==> src/rtl/pulse_stretcher_if.sv <==
// Event strobe in, stretched indication out, for pulse_stretcher.
// The master drives pulse_i and retrig_en_i. The slave drives led_o, busy_o and drop_o.
interface pulse_stretcher_if;
    logic pulse_i;
    logic retrig_en_i;
    logic led_o;
    logic busy_o;
    logic drop_o;

    modport master (
        output pulse_i,
        output retrig_en_i,
        input  led_o,
        input  busy_o,
        input  drop_o
    );

    modport slave (
        input  pulse_i,
        input  retrig_en_i,
        output led_o,
        output busy_o,
        output drop_o
    );
endinterface

==> src/rtl/pulse_stretcher.sv <==
// Stretches one-cycle event strobes into a visible LED pulse.
// A forced gap follows each hold, and one extra event can be queued.
//
// state | meaning
// IDLE  | waiting for pulse_i, led off
// HOLD  | led on for HOLD_CYCLES, restartable when retrigger is enabled
// GAP   | led forced off for GAP_CYCLES, events may queue
module pulse_stretcher #(
    parameter int HOLD_CYCLES = 1500000,
    parameter int GAP_CYCLES  = 500000,
    parameter int CNT_W       = 21
) (
    input logic               clk_50MHz_i,
    input logic               rst_async_la_i,
    pulse_stretcher_if.slave  bus
);

    localparam logic [CNT_W-1:0] HOLD_TC = CNT_W'(HOLD_CYCLES - 1);
    localparam logic [CNT_W-1:0] GAP_TC  = CNT_W'(GAP_CYCLES - 1);

    typedef enum logic [1:0] {
        ST_IDLE = 2'b00,
        ST_HOLD = 2'b01,
        ST_GAP  = 2'b10
    } state_t;

    state_t           state_q, state_n;
    logic [CNT_W-1:0] cnt_q, cnt_n;
    logic             pend_q, pend_n;
    logic             drop_q, drop_n;

    always_ff @(posedge clk_50MHz_i or negedge rst_async_la_i) begin
        if (!rst_async_la_i) begin
            state_q <= ST_IDLE;
            cnt_q   <= '0;
            pend_q  <= 1'b0;
            drop_q  <= 1'b0;
        end else begin
            state_q <= state_n;
            cnt_q   <= cnt_n;
            pend_q  <= pend_n;
            drop_q  <= drop_n;
        end
    end

    always_comb begin
        state_n = state_q;
        cnt_n   = cnt_q;
        pend_n  = pend_q;
        drop_n  = 1'b0;
        case (state_q)
            ST_IDLE: begin
                cnt_n = '0;
                if (bus.pulse_i) begin
                    state_n = ST_HOLD;
                end
            end
            ST_HOLD: begin
                // A retrigger wins even on the terminal-count cycle.
                if (bus.pulse_i && bus.retrig_en_i) begin
                    cnt_n = '0;
                end else begin
                    if (bus.pulse_i) begin
                        drop_n = pend_q;
                        pend_n = 1'b1;
                    end
                    if (cnt_q == HOLD_TC) begin
                        state_n = ST_GAP;
                        cnt_n   = '0;
                    end else begin
                        cnt_n = cnt_q + 1'b1;
                    end
                end
            end
            ST_GAP: begin
                if (bus.pulse_i) begin
                    drop_n = pend_q;
                    pend_n = 1'b1;
                end
                if (cnt_q == GAP_TC) begin
                    cnt_n = '0;
                    if (pend_q || bus.pulse_i) begin
                        state_n = ST_HOLD;
                        pend_n  = 1'b0;
                    end else begin
                        state_n = ST_IDLE;
                    end
                end else begin
                    cnt_n = cnt_q + 1'b1;
                end
            end
            default: begin
                state_n = ST_IDLE;
                cnt_n   = '0;
                pend_n  = 1'b0;
            end
        endcase
    end

    assign bus.led_o  = (state_q == ST_HOLD);
    assign bus.busy_o = (state_q != ST_IDLE);
    assign bus.drop_o = drop_q;

endmodule
==> src/flat_wrapper.sv <==
// flat-port wrapper written by rule: the top's interface ports become plain ports
module pulse_stretcher_flat 
#(
    parameter int HOLD_CYCLES = 1500000,
    parameter int GAP_CYCLES  = 500000,
    parameter int CNT_W       = 21
)
  (clk_50MHz_i, rst_async_la_i, bus_pulse_i, bus_retrig_en_i, bus_led_o, bus_busy_o, bus_drop_o);
  pulse_stretcher_if bus_i ();
  input logic clk_50MHz_i;
  input logic rst_async_la_i;
  input wire logic [$bits(bus_i.pulse_i)-1:0] bus_pulse_i;
  input wire logic [$bits(bus_i.retrig_en_i)-1:0] bus_retrig_en_i;
  output wire logic [$bits(bus_i.led_o)-1:0] bus_led_o;
  output wire logic [$bits(bus_i.busy_o)-1:0] bus_busy_o;
  output wire logic [$bits(bus_i.drop_o)-1:0] bus_drop_o;
  assign bus_i.pulse_i = bus_pulse_i;
  assign bus_i.retrig_en_i = bus_retrig_en_i;
  assign bus_led_o = bus_i.led_o;
  assign bus_busy_o = bus_i.busy_o;
  assign bus_drop_o = bus_i.drop_o;
  pulse_stretcher #(.HOLD_CYCLES(HOLD_CYCLES), .GAP_CYCLES(GAP_CYCLES), .CNT_W(CNT_W)) u_core (.clk_50MHz_i(clk_50MHz_i), .rst_async_la_i(rst_async_la_i), .bus(bus_i));
endmodule
==> config.mk <==
export PLATFORM = sky130hd
export DESIGN_NAME = pulse_stretcher_flat
export DESIGN_NICKNAME = d
export VERILOG_FILES = /design/src/rtl/pulse_stretcher_if.sv /design/src/rtl/pulse_stretcher.sv /design/src/flat_wrapper.sv
export SDC_FILE = /design/constraint.sdc
export NUM_CORES = 1
export LEC_CHECK = 0
export BUFFER_PORTS_ARGS = -buffer_cell sky130_fd_sc_hd__buf_2
export CORE_UTILIZATION = 35
export CTS_CLUSTER_SIZE = 8
export DETAILED_ROUTE_END_ITERATION = 8
export SETUP_SLACK_MARGIN = 0.4
export SLEW_MARGIN = 20
export SYNTH_ARGS = -nofsm -noshare
export SYNTH_HDL_FRONTEND = slang
export SYNTH_SLANG_ARGS = --single-unit
export TNS_END_PERCENT = 10
==> constraint.sdc <==
create_clock -name clk_50MHz_i -period 2 [get_ports clk_50MHz_i]
set_input_delay 0.2 -clock clk_50MHz_i [delete_from_list [all_inputs] [get_ports clk_50MHz_i]]
set_output_delay 0.2 -clock clk_50MHz_i [all_outputs]
set_load 0.03 [all_outputs]
Word level (Yosys, flattened, before mapping)
Index checks and enable logic that the tools add are counted.

Add/sub/neg operators: 1. Equal/unequal tests: 8. Multiplexer cells: 18. Bitwise gates (word level): 1. Reduce and logical (&&, ||, !) cells: 6.

Operator list (number): $mux 21 (3); $pmux 21 s2 (1); $add 21x1->21 const B (1); $eq 21x19->1 const B (1); $eq 21x21->1 const B (1); $mux 2 (4); $mux 1 (7); $pmux 2 s3 (1); $ne 2x1->1 const B (2); $ne 2x2->1 const B (2); $reduce_and 4->1 (1); $pmux 1 s3 (1); $eq 2x1->1 const B (1); $eq 2x2->1 const B (1); $logic_not 2->1 (1); $pmux 1 s2 (1); $reduce_and 2->1 (1); $reduce_bool 2->1 (1); $logic_and 1x1->1 (1); $logic_or 1x1->1 (1); $not 1->1 (1).

Bits in registers: 25. Input port bits: 4.

Depth between registers and ports, before layout
Word-level depth: 4. Mapped depth: 7. Mapped depth without buffers: 6.

Least setup slack after synthesis
OpenSTA, ideal clock, no wires.

Kind: register to register. From: register u_core.state_q[1]. To: register u_core.state_q[0]. Arrival time: 1.693 ns. Data required time: 1.873 ns. Path slack: 0.179 ns. Cell stages (with the launch flop): 7. Path buffers: 0. Cells stage by stage: dfrtp_1 -> inv_1 -> ha_1 -> and3_1 -> a221oi_1 -> nand3_1 -> mux2_1.

Longest elaborated chain between the ends: 3. Elaborated cells between the ends (all ways): 9.

RTL lines: from (decl) (RTL line pulse_stretcher.sv:27) `state_t state_q, state_n;`; from (signal assigned) (RTL line pulse_stretcher.sv:39) `state_q <= state_n;`; $eq 2x1->1 *; net bus_led_o (RTL line flat_wrapper.sv:14) `output wire logic [$bits(bus_i.led_o)-1:0] bus_led_o;`; $ne 2x1->1 (no source line) / $ne 2x2->1 (equally long branches); $reduce_and 4->1 (no source line).

The timed path passes the listed nets; every way through them passes the cells marked *. A chain may end at the register's enable or synchronous reset.

Worst setup path in the final report
From: register u_core.cnt_q[1]. To: register u_core.cnt_q[8].

Longest elaborated chain between the ends: 4. Elaborated cells between the ends (all ways): 7.

RTL lines: from (decl) (RTL line pulse_stretcher.sv:28) `logic [CNT_W-1:0] cnt_q, cnt_n;`; from (signal assigned) (RTL line pulse_stretcher.sv:40) `cnt_q <= cnt_n;`; $add 21x1->21 / $eq 21x21->1 (equally long branches) (RTL line pulse_stretcher.sv:71, pulse_stretcher.sv:89, pulse_stretcher.sv:67); $mux 21 (RTL line pulse_stretcher.sv:67) `if (cnt_q == HOLD_TC) begin`; $mux 21 (RTL line pulse_stretcher.sv:60) `if (bus.pulse_i && bus.retrig_en_i) begin`; $pmux 21 s2 * (RTL line pulse_stretcher.sv:51) `case (state_q)`; net u_core.cnt_n[8] (RTL line pulse_stretcher.sv:28).

Marks and branches as above.

==> impl_summary.txt <==
----------------------------------------------------
[Drt]
  DRC viols ... 0
  Detailed-route wire length ... 2.79 mm
  Total vias in the final route ... 1112
  DRT Pass-1 Iters ... 4
  Wire length per cell after detailed routing ... 13.0 um
  Count of nets left with antenna violations after detail routing ... 0
  Initial DRC Count ... 50
  Via count normalized by instance count ... 5.20

[STA]
  Top achievable clock speed ... 549 MHz
  Post-layout min period ... 1.82 ns
  Sum of negative setup slack ... 0 ns
  Worst Tran Pin Value ... 0.565 ns
  Setup repair after global routing missed its margin ... true
  Smallest setup slack after layout ... 0.178 ns
  Clock skew ... 0.00256 ns
  Final period utilization ... 91.1%
  Final hold violations ... 0
  Final setup violation count ... 0
  Relative slew margins ... 62.4%
  Final-report max-slew violation count ... 0

[Floorplanning]
  Chip Height ... 64.5 um
  Initial cell density of the core ... 36.8%
  Core ar. ... 3720 sq um
  Standard-cell rows ... 22
  IO Pins ... 7
  Die X ... 64.5 um
  Die ar. ... 4160 sq um

[Logic synthesis]
  Most common flop cell mapped by yosys ... dfrtp_1
  Post-synthesis cell count ... 144
  Share of flip-flops with an asynchronous set or reset ... 100%
  Post-synthesis net count ... 153
  EDFF count, synth ... 0
  FF+latch count, synth ... 25
  YS warnings ... 0
  Portion of the post-synthesis area used by sequential elements ... 45.8%
  Synthesized area ... 1370 sq um
  Unique cell type count in the Yosys netlist ... 28
  Synth Area per Inst ... 9.49 sq um

[Clock tree]
  Latest clock arrival within the worst-skew pair ... 0.28 ns
  Clock tree from TritonCTS ... built
  Max clock buf depth ... 2
  Buffer cell driving the clock tree root ... clkbuf_8
  CTS Buf Count ... 3
  Clk sinks ... 25
  H-tree levels ... 1
  Post-CTS clock slew at the launch and capture registers of the worst setup and hold paths ... 0.09 ns

[GRT]
  Total routing usage reported by global routing ... 14.6%
  Initial antenna violation count ... 0
  Leftover overflow at the end of global routing ... 0
  Vias in the first global route ... 1031
  Global-route wire length before repair ... 4.69 mm
  Maximum number of pins on one net before global-route repair ... 26

[Layout]
  Most common library cell in the layout ignoring fill and taps ... nor2_1
  # fillers ... 365
  Most frequent cells in the layout ... 25 x nor2_1, 22 x dfrtp_1, 14 x xor2_1
  Number of standard cells in the final layout excluding fillers ... 214
  Count of inserted antenna diode cells ... 0
  Layout overhead on the synthesized area ... 21.9%
  Layout cells sized above 1 ... 23.5%
  Post-layout nets ... 176
  Finished layout cell area ... 1670 sq um

[Run]
  Max-cap viol count ... 0

[Setup path]
  Critical path required time ... 2.17 ns
  Critical path peak fanout ... 5
  Startpoint type of the worst setup path ... flop
  Type of element capturing the critical path ... flop
  Arrival @ worst endpoint ... 2.00 ns
  Kind of critical path ... flop to flop

[Placed design]
  HPWL after DPL ... 1.83 mm
  Total cell area at the placement stage ... 1450 sq um
  Post-placement cell count ... 196
  Global placer's final weighted congestion ... 0.839
  Worst slack at placement ... 0.154 ns
  Count of input and output buffers ... 6

[Power]
  Total Power Consumption ... 1360 uW
  Worst vdd rail ir drop ... 430 uV
  Power density over cell area ... 818 nW/um^2
  Static leakage power ... 0.000693 uW

[Status]
  Outcome ... finished, final reports clean

[Worst hold path]
  Worst hold-check path type ... input port to flop

----------------------------------------------------
final timing paths:
kind                            startpoint           endpoint  slack [ns]  cells past startpoint
setup / recovery           u_core.cnt_q[1]    u_core.cnt_q[8]        0.18                      7
hold / removal                 bus_pulse_i  u_core.bus.drop_o        0.19                      3
setup reg to reg           u_core.cnt_q[1]    u_core.cnt_q[8]        0.18                      7
hold reg to reg              u_core.pend_q  u_core.bus.drop_o        0.55                      2
max in group asynchronous   rst_async_la_i    u_core.cnt_q[6]        1.16                      2
min in group asynchronous   rst_async_la_i  u_core.bus.drop_o        0.44                      2
what timing repair did:
item / 4_1_cts / 5_1_grt
endpoints found under the hold margin: 25 / 0
hold buffers: 1 / 0
gates resized for setup: 5 / 9
setup buffers: 5 / 6
pin swaps: 4 / 6
cloned: 0 / 2
endpoints found under the setup margin: 24 / 24
synthesized netlist by cell type, types with 2 or more instances:
cell | instances | share of area, %
nor2b_1 | 2 | 0.92
xor2_1 | 14 | 9.0
dfrtp_1 | 25 | 46
and2_1 | 3 | 1.4
nor3_1 | 2 | 0.73
o21ai_0 | 3 | 1.1
inv_1 | 7 | 1.9
nor2_1 | 26 | 7.1
a21oi_1 | 6 | 2.2
nand3_1 | 12 | 4.4
nor4b_2 | 2 | 2.2
xnor2_1 | 5 | 3.2
clkbuf_1 | 2 | 0.55
and3_1 | 4 | 1.8
nand4_1 | 6 | 2.7
buf_4 | 2 | 1.1
nand2_1 | 8 | 2.2
ha_1 | 5 | 4.6
per-layer routing:
layer / vias to the layer above / share of wire (%) / global-route usage [%]
li1: 539 / - / -
met1: 543 / 46 / 18.8
met2: 26 / 48 / 24.2
met3: 4 / 4.7 / 3.70
met4: 0 / 0.75 / 4.17
met5: - / 0 / 0
logic make-up (layout without fill, tap and decap cells):
logic type,count (synthesis),in the layout,synth area share (%)
flip-flops,25,25,45.8
AND/OR/NAND/NOR,68,68,25.7
multiplexers,1,1,0.824
adder cells (fa/ha/maj),5,5,4.58
buffers and inverters,11,33,3.57
XOR/XNOR,19,19,12.2
AO/OA/AOI/OAI,15,15,7.33
layout make-up:
| type | count | area [sq um] | area share (%) |
|---|---|---|---|
| multi-input cells | 108 | 739 | 44.4 |
| flip-flops and latches | 25 | 629 | 37.8 |
| repair buffers | 22 | 160 | 9.62 |
| well taps | 48 | 60.1 | 3.61 |
| clock buffers | 3 | 41.3 | 2.48 |
| inverters | 7 | 26.3 | 1.58 |
| clock inverters | 1 | 8.76 | 0.526 |
report_power, final:
part           total (uW)  leakage (uW)  switching [uW]  internal [uW]
clock                 322     0.0000261             176            146
combinational         470      0.000327             265            205
sequential            570      0.000340            31.4            539
total                1360      0.000693             472            890
worst max-delay path, stage by stage (launching register included):
cell and delay (ns):
dfrtp_1 0.43, ha_4 0.17, nor4b_4 0.19, nand2_2 0.11
o311a_1 0.38, o21ai_4 0.21, buf_4 0.18, nor2_1 0.04
stage by stage:
step | util (%) | hold WS (ns)
6_report | 44.8 | 0.186
5_1_grt | 44.8 | 0.200
4_1_cts | 42.4 | 0.185
3_5_place_dp | 39.1 | 0.229
3_3_place_gp | 39.1 | 0.223
2_1_floorplan | - | -0.0956
registers in the layout, indices dropped and copies added, names as in the netlist:
name               count
u_core.state_q         2
u_core.cnt_q          21
u_core.pend_q          1
u_core.bus.drop_o      1
(Power assumes the default switching activity.)
